## config.mk

```make
export PLATFORM = sky130hd
export DESIGN_NAME = instr_encode_loader
export DESIGN_NICKNAME = d
export VERILOG_FILES = /design/src/rtl/instr_encode_loader.sv
export SDC_FILE = /design/constraint.sdc
export NUM_CORES = 1
export LEC_CHECK = 0
export CAP_MARGIN = 20
export CORE_MARGIN = 2
export CORE_UTILIZATION = 50
export CTS_BUF_LIST = sky130_fd_sc_hd__clkbuf_16
export DETAILED_ROUTE_END_ITERATION = 8
export HOLD_SLACK_MARGIN = 0.08
export PLACE_DENSITY = 0.86
export SLEW_MARGIN = 25
export SYNTH_ARGS = -nofsm -noshare
export SYNTH_HDL_FRONTEND = slang
export SYNTH_SLANG_ARGS = --single-unit
```

## constraint.sdc

```tcl
create_clock -name clk -period 3.8 [get_ports clk]
set_input_delay 0.38 -clock clk [delete_from_list [all_inputs] [get_ports clk]]
set_output_delay 0.38 -clock clk [all_outputs]
set_load 0.02 [all_outputs]
```

## src/rtl/instr_encode_loader.sv

```systemverilog
// Encodes field-level RV32I requests and writes them one at a time into instruction memory. Each accepted request
// produces one write on the next cycle, so the block takes one request every 2 cycles. in_ready is low while a write is in flight.
module instr_encode_loader #(
  parameter int ADDR_W    = 8,
  parameter int BASE_ADDR = 0
) (
  input  logic              clk,
  input  logic              rst_n,
  input  logic              start,
  input  logic              in_valid,
  output logic              in_ready,
  input  logic [2:0]        in_class,
  input  logic [4:0]        in_rd,
  input  logic [4:0]        in_rs1,
  input  logic [4:0]        in_rs2,
  input  logic [2:0]        in_funct3,
  input  logic              in_f7b5,
  input  logic [20:0]       in_imm,
  input  logic              in_last,
  output logic              imem_we,
  output logic [ADDR_W-1:0] imem_addr,
  output logic [31:0]       imem_wdata,
  output logic              busy,
  output logic              done,
  output logic              err,
  output logic [ADDR_W:0]   count
);

  typedef enum logic [2:0] {S_IDLE, S_ACCEPT, S_WRITE, S_DONE, S_ERR} state_t;

  localparam logic [ADDR_W-1:0] BASE    = ADDR_W'(BASE_ADDR);
  localparam logic [ADDR_W:0]   MAX_CNT = (ADDR_W+1)'((1 << ADDR_W) - BASE_ADDR);

  localparam logic signed [20:0] I_MIN = -21'sd2048;
  localparam logic signed [20:0] I_MAX = 21'sd2047;
  localparam logic signed [20:0] B_MIN = -21'sd4096;
  localparam logic signed [20:0] B_MAX = 21'sd4094;
  localparam logic signed [20:0] SH_MAX = 21'sd31;

  state_t             state;
  logic               last_q;
  logic signed [20:0] imm_s;
  logic               i_ok;
  logic               b_ok;
  logic               sh_ok;
  logic               is_shift;
  logic [31:0]        enc;
  logic               bad;

  assign imm_s    = $signed(in_imm);
  assign i_ok     = (imm_s >= I_MIN) && (imm_s <= I_MAX);
  assign b_ok     = (imm_s >= B_MIN) && (imm_s <= B_MAX) && !in_imm[0];
  assign sh_ok    = (imm_s >= 21'sd0) && (imm_s <= SH_MAX);
  assign is_shift = (in_funct3 == 3'b001) || (in_funct3 == 3'b101);

  // The full 21-bit immediate range is exactly the JAL range, so JAL only needs the alignment check.
  always_comb begin
    enc = '0;
    bad = 1'b0;
    case (in_class)
      3'd0: begin
        enc = {in_imm[11:0], in_rs1, 3'b010, in_rd, 7'b0000011};
        bad = !i_ok;
      end
      3'd1: begin
        enc = {in_imm[11:5], in_rs2, in_rs1, 3'b010, in_imm[4:0], 7'b0100011};
        bad = !i_ok;
      end
      3'd2: begin
        enc = {1'b0, in_f7b5, 5'b00000, in_rs2, in_rs1, in_funct3, in_rd, 7'b0110011};
      end
      3'd3: begin
        enc = {in_imm[12], in_imm[10:5], in_rs2, in_rs1, 3'b000, in_imm[4:1], in_imm[11], 7'b1100011};
        bad = !b_ok;
      end
      3'd4: begin
        if (is_shift) begin
          enc = {1'b0, in_f7b5, 5'b00000, in_imm[4:0], in_rs1, in_funct3, in_rd, 7'b0010011};
          bad = !sh_ok;
        end else begin
          enc = {in_imm[11:0], in_rs1, in_funct3, in_rd, 7'b0010011};
          bad = !i_ok;
        end
      end
      3'd5: begin
        enc = {in_imm[20], in_imm[10:1], in_imm[11], in_imm[19:12], in_rd, 7'b1101111};
        bad = in_imm[0];
      end
      3'd6: begin
        enc = {in_imm[11:0], in_rs1, 3'b000, in_rd, 7'b1100111};
        bad = !i_ok;
      end
      default: bad = 1'b1;
    endcase
    if (count == MAX_CNT) bad = 1'b1;
  end

  // imem_addr doubles as the write pointer between writes.
  always_ff @(posedge clk or negedge rst_n) begin
    if (!rst_n) begin
      state      <= S_IDLE;
      in_ready   <= 1'b0;
      imem_we    <= 1'b0;
      imem_addr  <= BASE;
      imem_wdata <= '0;
      busy       <= 1'b0;
      done       <= 1'b0;
      err        <= 1'b0;
      count      <= '0;
      last_q     <= 1'b0;
    end else if (start) begin
      state     <= S_ACCEPT;
      in_ready  <= 1'b1;
      imem_we   <= 1'b0;
      imem_addr <= BASE;
      busy      <= 1'b1;
      done      <= 1'b0;
      err       <= 1'b0;
      count     <= '0;
    end else begin
      case (state)
        S_ACCEPT: begin
          if (in_valid) begin
            in_ready <= 1'b0;
            if (bad) begin
              state <= S_ERR;
              busy  <= 1'b0;
              err   <= 1'b1;
            end else begin
              state      <= S_WRITE;
              imem_we    <= 1'b1;
              imem_wdata <= enc;
              last_q     <= in_last;
            end
          end
        end
        S_WRITE: begin
          imem_we   <= 1'b0;
          imem_addr <= imem_addr + ADDR_W'(1);
          count     <= count + (ADDR_W+1)'(1);
          if (last_q) begin
            state <= S_DONE;
            busy  <= 1'b0;
            done  <= 1'b1;
          end else begin
            state    <= S_ACCEPT;
            in_ready <= 1'b1;
          end
        end
        default: ;
      endcase
    end
  end

endmodule
```

==> run_results.csv, run 1 <==
group,metric,value,unit
status,status,"finished clean",
logic_synthesis,yosysSeqAreaShare,45.0,%
logic_synthesis,ys_warn_count,0,
drt,routed_wl,8.09,mm
min_path,worstHoldPathType,"input pin to async pin",
power,power_density,530,nW/um^2
clock_network,h-tree-depth,3,
sta,fin_setup_tns,0,ns
global_route,grt_overflow,0,
global_route,grt_max_degree,58,
power,swShare,30.1,%
floorplan,rows,29,
sta,clock-skew-final,0.00659,ns
clock_network,cts_buffer_depth,2,
floorplan,die-area,7000,sq um
sta,hold_ws,0.198,ns
logic_synthesis,yosys_register_bits,57,
drt,vias_per_cell,5.56,
final_layout,final_common_cell,"clkdlybuf4s50_1",
clock_network,cts_tree,"done",
clock_network,clock-root-buffer,"clkbuf_16",
final_layout,syn2layout_area_growth,42.9,%
placed_design,place_congestion,0.855,
placed_design,hpwl,5.82,mm
drt,wl_per_cell,16.2,um
sta,slew_violations,0,
final_layout,fin_util,72.6,%
setup_path,critical_path_buf_inv_count,3,
logic_synthesis,synthCells,314,
power,intPower,1.68,mW
setup_path,crit_required,4.00,ns
sta,rsz0062_at_grt,"no",
setup_path,rrSetupSlack,1.28,ns
logic_synthesis,yosysTopAreaCell,"dfrtp_1",
setup_path,timing.rr.start,"count[0]",
drt,vias,2769,
logic_synthesis,syn-cell-area,3170,sq um
setup_path,cp_top_family,"buffers and inverters",
logic_synthesis,synth_cell_types,49,
final_layout,nets,467,
clock_network,cts_made_buffers,9,
power,pwr-share-seq,34.8,%
power,p_total,2.40,mW
clock_network,clkLatencyLatePin,0.32,ns
logic_synthesis,synthDominantCellAreaShare,45.0,%
power,p_leak,2.08,nW
sta,worstMarginPinSlew,0.735,ns
drt,dr.pass1.iters,4,
drt,drc_errors,0,
final_layout,final_cell_mix,"clkdlybuf4s50_1 (100), dfrtp_1 (57), nor2_1 (38)",
power,p_comb_share,33.2,%
sta,clock.fmax,373,MHz
global_route,first_global_vias,2814,
logic_synthesis,synth_area_per_cell,10.1,sq um
setup_path,setup.worst_path.start,"in_class[2]",
clock_network,cts_resized,0,
power,ir_worst_vdd,355,uV
floorplan,ioPinCount,102,
sta,timing.slew.headroom,50.9,%
floorplan,die_y,83.7,um
logic_synthesis,synthFlopType,"dfrtp_1",
sta,min_period_over_period,70.5,%
run,max_cap_viol_count,0,
floorplan,die_w,83.7,um
setup_path,cp.arrival,2.88,ns
logic_synthesis,synth_edf_count,0,
setup_path,crit_chain,"clkdlybuf4s50_1, buf_4, nand2b_1, o2111ai_1, nand4_4, buf_4, mux2i_1",
setup_path,path_max_fanout,28,
clock_network,cts_setup_buffers,0,
global_route,antenna_found_initial,0,
final_layout,drive_gt1_share,12.1,%
global_route,grt_use_total,24.3,%
logic_synthesis,synthArstFlopShare,100,%
drt,first_iter_violations,220,
setup_path,cpMaxStageDelayCell,"nand4_4",
power,p_clk_share,32.0,%
floorplan,start_util,50.8,%
logic_synthesis,synth_area_leaders,"dfrtp_1 (45%), mux2_4 (9.5%), nor2_1 (4.5%), nand2_1 (3.7%), xor2_1 (3.6%)",
global_route,grt_first_pass_wirelength,13.7,mm
placed_design,place_area,4240,sq um
sta,hold_viol,0,
floorplan,fp.coreArea,6240,sq um
sta,period_needed,2.68,ns
final_layout,n_antenna_cell,0,
setup_path,crit_path_start_kind,"input pin",
final_layout,stdcell_area,4530,sq um
setup_path,critPathKind,"input pin to register",
setup_path,cpPeakStageDelay,0.64,ns
clock_network,path_clk_slew,0.05,ns
clock_network,cts_hold_buffers,0,
power,switching_power,722,uW
clock_network,clock_sinks,57,
placed_design,port_buffers,101,
setup_path,critical-path-top-cell-by-count,"buf_4",
sta,setup_viol,0,
logic_synthesis,syn_nets,365,
drt,antenna_left,0,
setup_path,worst_setup_path_end_kind,"register",
area by class of cell:
cell class	count	area, sq um
well taps	77	96.3
repair buffers	108	1060
flip-flops and latches	57	1430
multi-input cells	226	1610
clock inverters	7	61.3
inverters	14	52.6
clock buffers	9	225
fillers	443	1710
layer usage:
layer,GRT usage [%],vias up,part of all wire [%]
met3,5.04,23,5.5
met5,0,-,0
met1,31.6,1338,43
met4,10.7,0,2.5
li1,-,1310,-
met2,39.3,98,49
path summary, 6_finish.rpt:
| kind | endpoint | depth (start not counted) |
|---|---|---|
| worst max-delay path | imem_wdata[28] | 7 |
| worst min-delay path | imem_wdata[22] | 2 |
| worst max register to register | imem_wdata[28] | 8 |
| worst min register to register | imem_wdata[6] | 1 |
| max in group asynchronous | imem_wdata[1] | 2 |
| min in group clk | imem_wdata[6] | 1 |
Yosys cell counts, drive strengths merged (6+ instances only):
| master | number |
|---|---|
| nand2 | 31 |
| and3 | 6 |
| clkbuf | 10 |
| nand2b | 9 |
| inv | 14 |
| buf | 7 |
| xor2 | 13 |
| o21ai | 20 |
| mux2 | 23 |
| nor2 | 38 |
| nand4 | 8 |
| dfrtp | 57 |
| a21oi | 9 |
| mux2i | 11 |
per-stage QoR:
| stage | worst slack [ns] | std cells |
|---|---|---|
| after floorplan | 1.63 | 314 |
| after global placement | 0.868 | 482 |
| after global routing | 0.961 | 498 |
| final | 1.12 | 498 |
| after CTS | 1.16 | 498 |
| after detailed placement | 0.828 | 482 |
state kept, by name (all words and copies together) (netlist names):
signal	cells
busy	1
count	9
done	1
err	1
imem_addr	8
imem_wdata	31
imem_we	1
in_ready	1
last_q	1
state	3
power by group through the flow:
stage          clock, mW  sequential [mW]  combinational, mW
6_report           0.768            0.837              0.798
5_1_grt            0.808            0.855              0.842
4_1_cts            0.776            0.838              0.804
3_5_place_dp           0            0.843              0.800
3_3_place_gp           0            0.839              0.784
2_1_floorplan          0            0.992              0.254
logic make-up after synthesis:
family / after synthesis / share of synthesized area, %
simple gates: 118 / 19.1
fa+ha+maj: 3 / 1.18
compound gates: 55 / 11.9
xor+xnor: 16 / 4.42
buf+inv: 31 / 4.42
mux: 34 / 14.0
flops: 57 / 45.0
Note: power is estimated with default switching activity, not from simulation.
==> inputs of run 2 (changes only) <==
Settings changed: CORE_UTILIZATION 50 to 42, PLACE_DENSITY 0.86 to 0.77.
Clock period 3.8 ns to 2.41 ns, I/O delays scaled along.
==> run 2 against run 1 <==
Combinational power increased by 60%. Clock skew about the same. Global-route usage decreased by 2.8 points. Die area increased by 18%. Routed wire length increased by 5.7%. Setup slack got worse by 0.95 ns. Core utilization decreased by 8.2 points. Critical path depth increased by 1. Largest cell class unchanged. Largest power group unchanged.
==> run_results.csv, run 2 (synthesis gave the netlist of run 1 again) <==
group,metric,value,unit
sta,hold_viol,0,
final_layout,drive_gt1_share,14.7,%
run,max_cap_viol_count,0,
setup_path,critPathKind,"register to register",
final_layout,num-fill-cells,601,
setup_path,cp.arrival,2.45,ns
floorplan,fp.coreArea,7290,sq um
sta,rsz0062_at_grt,"no",
sta,fin_ws,0.168,ns
sta,worstMarginPinSlew,0.699,ns
clock_network,cts_made_buffers,9,
clock_network,cts_tree,"done",
floorplan,die-area,8270,sq um
final_layout,final_common_cell,"clkdlybuf4s50_1",
sta,clock-skew-final,0.00691,ns
drt,antenna_left,0,
placed_design,hpwl,6.36,mm
power,power_density,821,nW/um^2
global_route,grt_max_degree,30,
floorplan,die_w,90.9,um
global_route,grt_use_total,21.5,%
drt,first_iter_violations,138,
setup_path,cpMaxStageDelayCell,"or4b_1",
sta,clock.fmax,446,MHz
final_layout,n_antenna_cell,0,
global_route,antenna_found_initial,0,
clock_network,clock_sinks,57,
clock_network,clock-root-buffer,"clkbuf_16",
setup_path,crit_path_start_kind,"register",
min_path,worstHoldPathType,"register to register",
drt,drc_errors,0,
drt,routed_wl,8.55,mm
sta,min_period_over_period,93.0,%
sta,fin_setup_tns,0,ns
setup_path,crit_chain,"inv_1, ha_1, or4b_1, o22ai_2, nor3_1, nand4_4, buf_12, mux2_2",
sta,period_needed,2.24,ns
floorplan,rows,31,
clock_network,cts_buffer_depth,2,
clock_network,cts_setup_buffers,0,
setup_path,cpPeakStageDelay,0.46,ns
floorplan,ioPinCount,102,
floorplan,die_y,90.9,um
clock_network,path_clk_slew,0.06,ns
setup_path,crit_required,2.62,ns
floorplan,start_util,43.5,%
global_route,grt_overflow,0,
drt,vias_per_cell,5.28,
final_layout,nets,480,
placed_design,place_congestion,0.877,
clock_network,h-tree-depth,3,
power,ir_worst_vdd,419,uV
sta,setup_viol,0,
final_layout,final_cell_mix,"clkdlybuf4s50_1 (100), dfrtp_1 (57), nor2_1 (38)",
sta,slew_violations,0,
drt,dr.pass1.iters,4,
clock_network,clkLatencyLatePin,0.33,ns
global_route,grt_first_pass_wirelength,14.1,mm
placed_design,dpl_worst_slack,0.0769,ns
final_layout,syn2layout_area_growth,48.1,%
setup_path,worst_setup_path_end_kind,"register",
drt,vias,2812,
placed_design,port_buffers,101,
setup_path,path_max_fanout,16,
status,status,"finished clean",
final_layout,reg.largest.list,"imem_wdata: 31 flops, count: 9 flops, imem_addr: 8 flops",
global_route,first_global_vias,2851,
final_layout,largest_reg_flops,31,
drt,wl_per_cell,16.0,um
sta,timing.slew.headroom,53.4,%
final_layout,top_register,"imem_wdata",
power,p_leak,2.15,nW
[run 2: changes by cell type in the layout (fill, tap and decap cells not counted), sizes merged]
cell / before / now
inv: 14 / 15
clkinvlp: 0 / 3
dlygate4sd3: 0 / 1
buf: 8 / 20
clkinv: 6 / 2
[run 2: cell type report]
cell class	instances	area [sq um]	share of cell area, %
Clock inverter	7	70.1	1.49
Multi-Input combinational cell	226	1610	34.2
Clock buffer	9	225	4.79
Inverter	14	52.6	1.12
Tap cell	99	124	2.64
Sequential cell	57	1430	30.3
Timing Repair Buffer	121	1200	25.4
[run 2: final timing paths]
kind,cells after the start,startpoint,slack [ns],end
worst max-delay path,8,count[1],0.17,imem_wdata[23]
worst min register to register,1,imem_wdata[1],0.49,imem_wdata[1]
max in group asynchronous,3,rst_n,1.31,imem_addr[0]
worst max register to register,8,count[1],0.17,imem_wdata[23]
worst min-delay path,1,imem_wdata[1],0.49,imem_wdata[1]
min in group asynchronous,2,rst_n,0.50,imem_wdata[24]
[run 2: what timing repair did]
item / CTS / global route
gates resized for setup: 0 / 0
hold endpoints to repair: 28 / 0
hold buffers: 1 / 0
[run 2: per-layer routing]
layer	vias to the layer above	part of all wire, %	GRT usage, %
li1	1341	-	-
met1	1387	44	27.6
met2	73	50	35.6
met3	11	3.8	4.42
met4	0	1.7	8.08
met5	-	0	0
[run 2: worst max-delay path, delay by kind of cell (launching register included)]
kind / cells / cell delay (ns)
buffers and inverters: 2 / 0.26
AOI/OAI and AO/OA: 1 / 0.26
DFF: 1 / 0.41
muxes: 1 / 0.34
and+or+nand+nor: 3 / 0.72
adders and majority gates: 1 / 0.13
[run 2: report_power, final]
| part | leakage [nW] | switching [mW] | internal, mW |
|---|---|---|---|
| Clock | 0.135 | 0.460 | 0.797 |
| Combinational | 1.29 | 0.582 | 0.703 |
| Sequential | 0.727 | 0.141 | 1.18 |
[run 2: metrics by stage]
stage	std cells	util [%]	total power, mW	hold WS [ns]	cell area, sq um
2_1_floorplan	314	-	1.96	-0.0546	3170
3_3_place_gp	516	60.3	2.58	0.307	4400
3_5_place_dp	516	60.3	2.62	0.319	4400
4_1_cts	533	64.5	3.89	0.498	4700
5_1_grt	533	64.5	4.03	0.514	4700
6_report	533	64.5	3.86	0.495	4700
